### config.mk
export PLATFORM = sky130hd
export DESIGN_NAME = queue_enq_arbiter
export DESIGN_NICKNAME = d
export VERILOG_FILES = /design/src/rtl/queue_enq_arbiter_pkg.sv /design/src/rtl/queue_enq_arbiter_rr_pick.sv /design/src/rtl/queue_enq_arbiter.sv
export SDC_FILE = /design/constraint.sdc
export NUM_CORES = 1
export LEC_CHECK = 0
export CAP_MARGIN = 20
export CORE_ASPECT_RATIO = 1.2
export CORE_UTILIZATION = 34
export DETAILED_ROUTE_END_ITERATION = 7
export PLACE_DENSITY = 0.87
export SLEW_MARGIN = 40
export SYNTH_ARGS = -nofsm -noshare
export SYNTH_HDL_FRONTEND = slang
export SYNTH_SLANG_ARGS = --single-unit
### constraint.sdc
create_clock -name clk -period 4.1 [get_ports clk]
set_clock_uncertainty 0.15 [all_clocks]
set_input_delay 0.615 -clock clk [delete_from_list [all_inputs] [get_ports clk]]
set_output_delay 0.615 -clock clk [all_outputs]
set_load 0.005 [all_outputs]
### src/rtl/queue_enq_arbiter_pkg.sv
// Shared types and helpers for the queue enqueue arbiter.
//   arb_state_t    : arbiter FSM encoding (IDLE / LOCKED)
//   DEF_*          : default parameter values for the top level
//   pick_t         : result of a rotating first-set search (found flag + index)
//   rot_first_set  : first set bit of vec[n-1:0], searching start, start+1, ... mod n
package queue_enq_arbiter_pkg;

  typedef enum logic {
    IDLE   = 1'b0,
    LOCKED = 1'b1
  } arb_state_t;

  localparam int unsigned DEF_NUM_REQ   = 4;
  localparam int unsigned DEF_WIDTH     = 32;
  localparam int unsigned DEF_MAX_BURST = 4;

  // The search helper works on a fixed-size vector; callers zero-extend.
  localparam int unsigned PICK_MAX = 32;
  localparam int unsigned PICK_IDW = 5;

  typedef struct packed {
    logic                found;
    logic [PICK_IDW-1:0] idx;
  } pick_t;

  function automatic pick_t rot_first_set(input logic [PICK_MAX-1:0] vec,
                                          input logic [PICK_IDW-1:0] start,
                                          input int unsigned         n);
    pick_t       res;
    int unsigned j;
    res = '0;
    j   = 0;
    for (int unsigned k = 0; k < PICK_MAX; k++) begin
      if ((k < n) && !res.found) begin
        j = (32'(start) + k) % n;
        if (vec[j[PICK_IDW-1:0]]) begin
          res.found = 1'b1;
          res.idx   = PICK_IDW'(j);
        end
      end
    end
    return res;
  endfunction

endpackage

### src/rtl/queue_enq_arbiter_rr_pick.sv
// rr_pick: combinational rotating-priority encoder.
// Returns the first asserted bit of valid_i, searching from start_i upward
// with wrap-around. Reusable for any round-robin arbiter (N <= 32).
//   valid_i [N-1:0]   request vector
//   start_i [IDW-1:0] highest-priority position
//   idx_o   [IDW-1:0] selected index (0 when nothing is found)
//   found_o           at least one request bit is set
module rr_pick
  import queue_enq_arbiter_pkg::*;
#(
  parameter int unsigned N   = DEF_NUM_REQ,
  parameter int unsigned IDW = $clog2(N)
) (
  input  logic [N-1:0]   valid_i,
  input  logic [IDW-1:0] start_i,
  output logic [IDW-1:0] idx_o,
  output logic           found_o
);

  pick_t pick;

  always_comb begin
    pick    = rot_first_set(PICK_MAX'(valid_i), PICK_IDW'(start_i), N);
    idx_o   = IDW'(pick.idx);
    found_o = pick.found;
  end

endmodule

### src/rtl/queue_enq_arbiter.sv
// queue_enq_arbiter: round-robin arbiter sharing one circular-queue enqueue
// port among NUM_REQ producers, with bounded bursts of up to MAX_BURST beats
// so multi-beat groups land contiguously in the queue.
//   clk, rst       clock, synchronous active-high reset
//   flush          aborts any burst; no transfer in that cycle
//   req_valid      per-requester beat valid
//   req_last       beat closes the requester's group
//   req_data       packed beats, requester i at [i*WIDTH +: WIDTH]
//   req_ready      one-hot (or zero) combinational grant
//   q_space_avail  queue not full
//   q_enq_en       enqueue strobe
//   q_din          enqueue data (zero when no transfer)
module queue_enq_arbiter
  import queue_enq_arbiter_pkg::*;
#(
  parameter int unsigned NUM_REQ   = DEF_NUM_REQ,
  parameter int unsigned WIDTH     = DEF_WIDTH,
  parameter int unsigned MAX_BURST = DEF_MAX_BURST
) (
  input  logic                     clk,
  input  logic                     rst,
  input  logic                     flush,
  input  logic [NUM_REQ-1:0]       req_valid,
  input  logic [NUM_REQ-1:0]       req_last,
  input  logic [NUM_REQ*WIDTH-1:0] req_data,
  output logic [NUM_REQ-1:0]       req_ready,
  input  logic                     q_space_avail,
  output logic                     q_enq_en,
  output logic [WIDTH-1:0]         q_din
);

  localparam int unsigned      IDW      = $clog2(NUM_REQ);
  localparam int unsigned      CW       = (MAX_BURST > 1) ? $clog2(MAX_BURST) : 1;
  localparam logic [IDW-1:0]   LAST_IDX = IDW'(NUM_REQ - 1);
  localparam logic [CW-1:0]    CNT_MAX  = CW'(MAX_BURST - 1);

  arb_state_t     state_q, state_d;
  logic [IDW-1:0] owner_q, owner_d;
  logic [IDW-1:0] rr_ptr_q, rr_ptr_d;
  logic [CW-1:0]  beat_cnt_q, beat_cnt_d;

  logic [IDW-1:0] pick_idx;
  logic           pick_found;
  logic [IDW-1:0] cand;
  logic [IDW-1:0] cand_nxt;
  logic           cand_valid;
  logic           xfer;
  logic           burst_end;

  rr_pick #(
    .N   (NUM_REQ),
    .IDW (IDW)
  ) u_pick (
    .valid_i (req_valid),
    .start_i (rr_ptr_q),
    .idx_o   (pick_idx),
    .found_o (pick_found)
  );

  // Grant path: purely combinational so a beat is accepted in the cycle it is offered.
  always_comb begin
    cand       = (state_q == LOCKED) ? owner_q : pick_idx;
    cand_valid = (state_q == LOCKED) ? req_valid[owner_q] : pick_found;
    xfer       = q_space_avail & cand_valid & ~flush & ~rst;
    req_ready  = '0;
    if (xfer) begin
      req_ready[cand] = 1'b1;
    end
    q_enq_en  = xfer;
    q_din     = xfer ? req_data[32'(cand)*WIDTH +: WIDTH] : '0;
    burst_end = req_last[cand] | (beat_cnt_q == CNT_MAX);
    cand_nxt  = (cand == LAST_IDX) ? '0 : cand + 1'b1;
  end

  always_comb begin
    state_d    = state_q;
    owner_d    = owner_q;
    rr_ptr_d   = rr_ptr_q;
    beat_cnt_d = beat_cnt_q;
    if (flush) begin
      state_d    = IDLE;
      beat_cnt_d = '0;
    end else begin
      unique case (state_q)
        IDLE: begin
          if (xfer) begin
            if (burst_end) begin
              rr_ptr_d   = cand_nxt;
              beat_cnt_d = '0;
            end else begin
              state_d    = LOCKED;
              owner_d    = cand;
              beat_cnt_d = CW'(1);
            end
          end
        end
        LOCKED: begin
          // In LOCKED cand == owner_q, so cand_nxt is owner+1.
          if (!req_valid[owner_q]) begin
            state_d    = IDLE;
            rr_ptr_d   = cand_nxt;
            beat_cnt_d = '0;
          end else if (xfer) begin
            if (burst_end) begin
              state_d    = IDLE;
              rr_ptr_d   = cand_nxt;
              beat_cnt_d = '0;
            end else begin
              beat_cnt_d = beat_cnt_q + 1'b1;
            end
          end
        end
        default: begin
          state_d    = IDLE;
          beat_cnt_d = '0;
        end
      endcase
    end
  end

  always_ff @(posedge clk) begin
    if (rst) begin
      state_q    <= IDLE;
      owner_q    <= '0;
      rr_ptr_q   <= '0;
      beat_cnt_q <= '0;
    end else begin
      state_q    <= state_d;
      owner_q    <= owner_d;
      rr_ptr_q   <= rr_ptr_d;
      beat_cnt_q <= beat_cnt_d;
    end
  end

  always_ff @(posedge clk) begin
    if (!rst) begin
      assert ($onehot0(req_ready));
      assert (!q_enq_en || q_space_avail);
      assert ((state_q != LOCKED) || (beat_cnt_q != '0));
    end
  end

endmodule

==> metrics.txt <==
static leakage=around 1.6 nW; Area Growth Syn to Fin=93.7%; worst-path fanout max=36; Critical Path RT=3.34 ns; outcome=complete, but fails checks; Final Max Slew Viols=0; Worst path slowest cell=clkdlybuf4s50_1; GRT Residual Overflow=0; Worst Setup End Kind=primary output; post-CTS setup buffer count=0; row count=29; fin crit share=a little over nine tenths; cell family with most CP delay=buffers and inverters; switching power=around 0.25 mW; top post-synthesis cells by count=nand2_1, mux2i_1, and3_1, a21oi_1, dfxtp_1; Final Setup Violations=0; FF-to-FF setup slack=1.65 ns; Fill cells=466; share of cells above drive strength 1=4.77%; Mapped Cells=approximately 270; Max Cap Viol=0; Die Area=~6000 µm²; Yosys reg bits=7; clock sink total=7; Main synth FF type=dfxtp_1; hold path startpoint=beat_cnt_q[1]; Port Buffers=176; Die Span Y=about 85 µm; CTS buffer count=3; CP Cell Sequence=clkdlybuf4s50_1, nor3b_2, nor3_2, nand2_1, and2_4, clkinv_2, buf_12, mux2i_1, nand2_1, and3_1, clkdlybuf4s50_1; Hold Path End=beat_cnt_q[1]; dominant cell type by area after synthesis=mux2i_1; Synth Area per Inst=roughly 7.1 µm²; P per Cell Area=approximately 180 nW/µm²; DR pass1 iterations=8; Synth cell types=45; most frequent cell after synthesis=nand2_1; DR DRC count=15; Post-DP HPWL=approximately 6600 µm; synthesized cell area=1950 µm²; failing checks=DRC; Fin. Hold Viols=0; Peak supply drop=roughly 0.23 mV; Worst-Skew Late Latency=around 0.23 ns; r2r worst-path depth=9; CTS tree=yes; largest net degree at the start of global routing=39; Worst EP arrival=slightly above 3 ns; CTS root buf=clkbuf_8; Antenna Violating Nets Remaining=0; initial core utilization=between 30% and 40%; IO Count=between 150 and 200; setup TNS=0 ns; launching point of the worst reg2reg path=state_q; hold buffer count at cts=0; Synthesized Nets=419; Reg power frac=between 10 and 15%; RSZ-0062 raised after global routing=false; via count=2682; Int Power=0.417 mW; drt wl/cell=~16 µm; crit-path max cell delay=~0.5 ns; Iter 0 DRT Violations=around 120; Ant. Diodes=0; H-tree levels=1; kind of critical path=input pin to primary output; FMAX=260 MHz; first-pass GRT wire length=about 12000 µm; minimum clock period=3.85 ns; Post-synth EDFFs=0; Placed Area=roughly 3700 µm²; sequential cell area=140 µm²; CTS resizes=0; clock power share=between 10% and 20%; Ys Warns=0; vias in the first global route=roughly 2600; Tightest Hold Check Type=flip-flop to flip-flop; core box area=5410 µm²; final instance area=3780 µm²; Logic pwr share=72.5%; Net Sw Frac=about 37%; Worst-Margin Slew=a little over 0.6 ns; Reg clk slew, reported paths=roughly 0.04 ns; Worst Setup Start Kind=input pin; hold depth=2; multi-input logic area=between 1500 and 2000 µm²; Synth area leaders=mux2i_1, nand2_1, and3_1, dfxtp_1, buf_6; Yosys top cell area share=between 30% and 40%; CTS Buffer Depth=2; Rel. slew slack=between 50% and 60%; gpl congestion=0.961; Die Width=between 70 and 80 µm; GRT Resource Usage Total=25.5%; Layout Nets=approximately 590; Bufs and invs on worst path=4; antenna violations before repair=0; RR Endpoint=rr_ptr_q[1]; FFs w/ async S/R, synth=0%; vias per inst=around 5.3; final WL=8200 µm; post-synthesis sequential area ratio=7.18%
## through the flow
| step | hold slack, ns | util (%) | worst slack [ns] | power, mW | std cells |
|---|---|---|---|---|---|
| 2_1_floorplan | 0.299 | - | 1.32 | 0.351 | 274 |
| 3_3_place_gp | 0.320 | 69.1 | 0.290 | 0.556 | 498 |
| 3_5_place_dp | 0.320 | 69.1 | 0.252 | 0.565 | 498 |
| 4_1_cts | 0.325 | 69.9 | 0.255 | 0.665 | 502 |
| 5_1_grt | 0.341 | 69.9 | 0.0811 | 0.713 | 502 |
| 6_report | 0.330 | 69.9 | 0.248 | 0.664 | 502 |
## area by class of cell
type                            count  share of cell area, %
Tap cell                           62                   2.05
Timing Repair Buffer              182                   48.4
Inverter                            3                  0.662
Sequential cell                     7                   3.71
Multi-Input combinational cell    244                   43.9
Clock buffer                        4                   1.19
## cell families (layout without fill, tap and decap cells)
logic type | count (synthesis) | in the layout | share of synthesized area, %
simple gates | 144 | 144 | 36.9
buf+inv | 23 | 189 | 7.88
fa+ha+maj | 5 | 5 | 3.21
mux | 68 | 68 | 35.5
flops | 7 | 7 | 7.18
compound gates | 27 | 27 | 9.30
## power by group through the flow
stage | logic (mW) | registers [mW] | clock network, mW
global route | 0.523 | 0.0829 | 0.107
CTS | 0.483 | 0.0820 | 0.100
global placement | 0.474 | 0.0827 | 0
finish | 0.481 | 0.0825 | 0.100
floorplan | 0.272 | 0.0787 | 0
detailed placement | 0.481 | 0.0831 | 0
## routing by layer
layer	wire length (µm)	up-vias	global-route usage, %	share of wire (%)
li1	-	1305	-	-
met1	2980	1225	27.9	36
met2	4380	142	50.0	53
met3	726	10	4.28	8.9
met4	119	0	6.00	1.5
met5	0	-	0	0
## layout by cell type (no fill, tap or decap), types with 2 or more instances in the layout
cell and count:
clkdlybuf4s50_1 176, nand2_1 74, mux2i_1 67, and3_1 33
a21oi_1 8, dfxtp_1 7, nor2_1 5, nand2b_1 5
nor3_1 5, ha_1 5, and2_1 4, o21ai_1 4
buf_4 4, clkbuf_8 3, nor3_2 2, nor2b_1 2
or4_1 2, nor4b_1 2, a32o_1 2, nand3b_1 2
o21ai_0 2, buf_12 2
## registers in the layout, summed over array words and instances, names as in the netlist
name        flops
rr_ptr_q        2
owner_q         2
state_q         1
beat_cnt_q      2
## worst max path at each step
stage                  from         to  slack [ns]  cells past startpoint
2_1_floorplan  req_valid[0]  q_din[14]        1.32                     10
3_3_place_gp   req_valid[0]   q_din[0]        0.29                     11
3_5_place_dp   req_valid[0]   q_din[0]        0.25                     11
4_1_cts        req_valid[0]   q_din[0]        0.26                     11
5_1_grt        req_valid[0]   q_din[4]        0.08                     11
6_report       req_valid[0]   q_din[0]        0.25                     11
## worst register-to-register path, delay by kind of cell (launching register included)
family / cells / cell delay [ns]
DFF: 1 / 0.70
AOI/OAI and AO/OA: 2 / 0.37
and+or+nand+nor: 4 / 0.47
buffers and inverters: 2 / 0.29
adders and majority gates: 1 / 0.34
No activity file was read; power rests on OpenSTA's default activity.
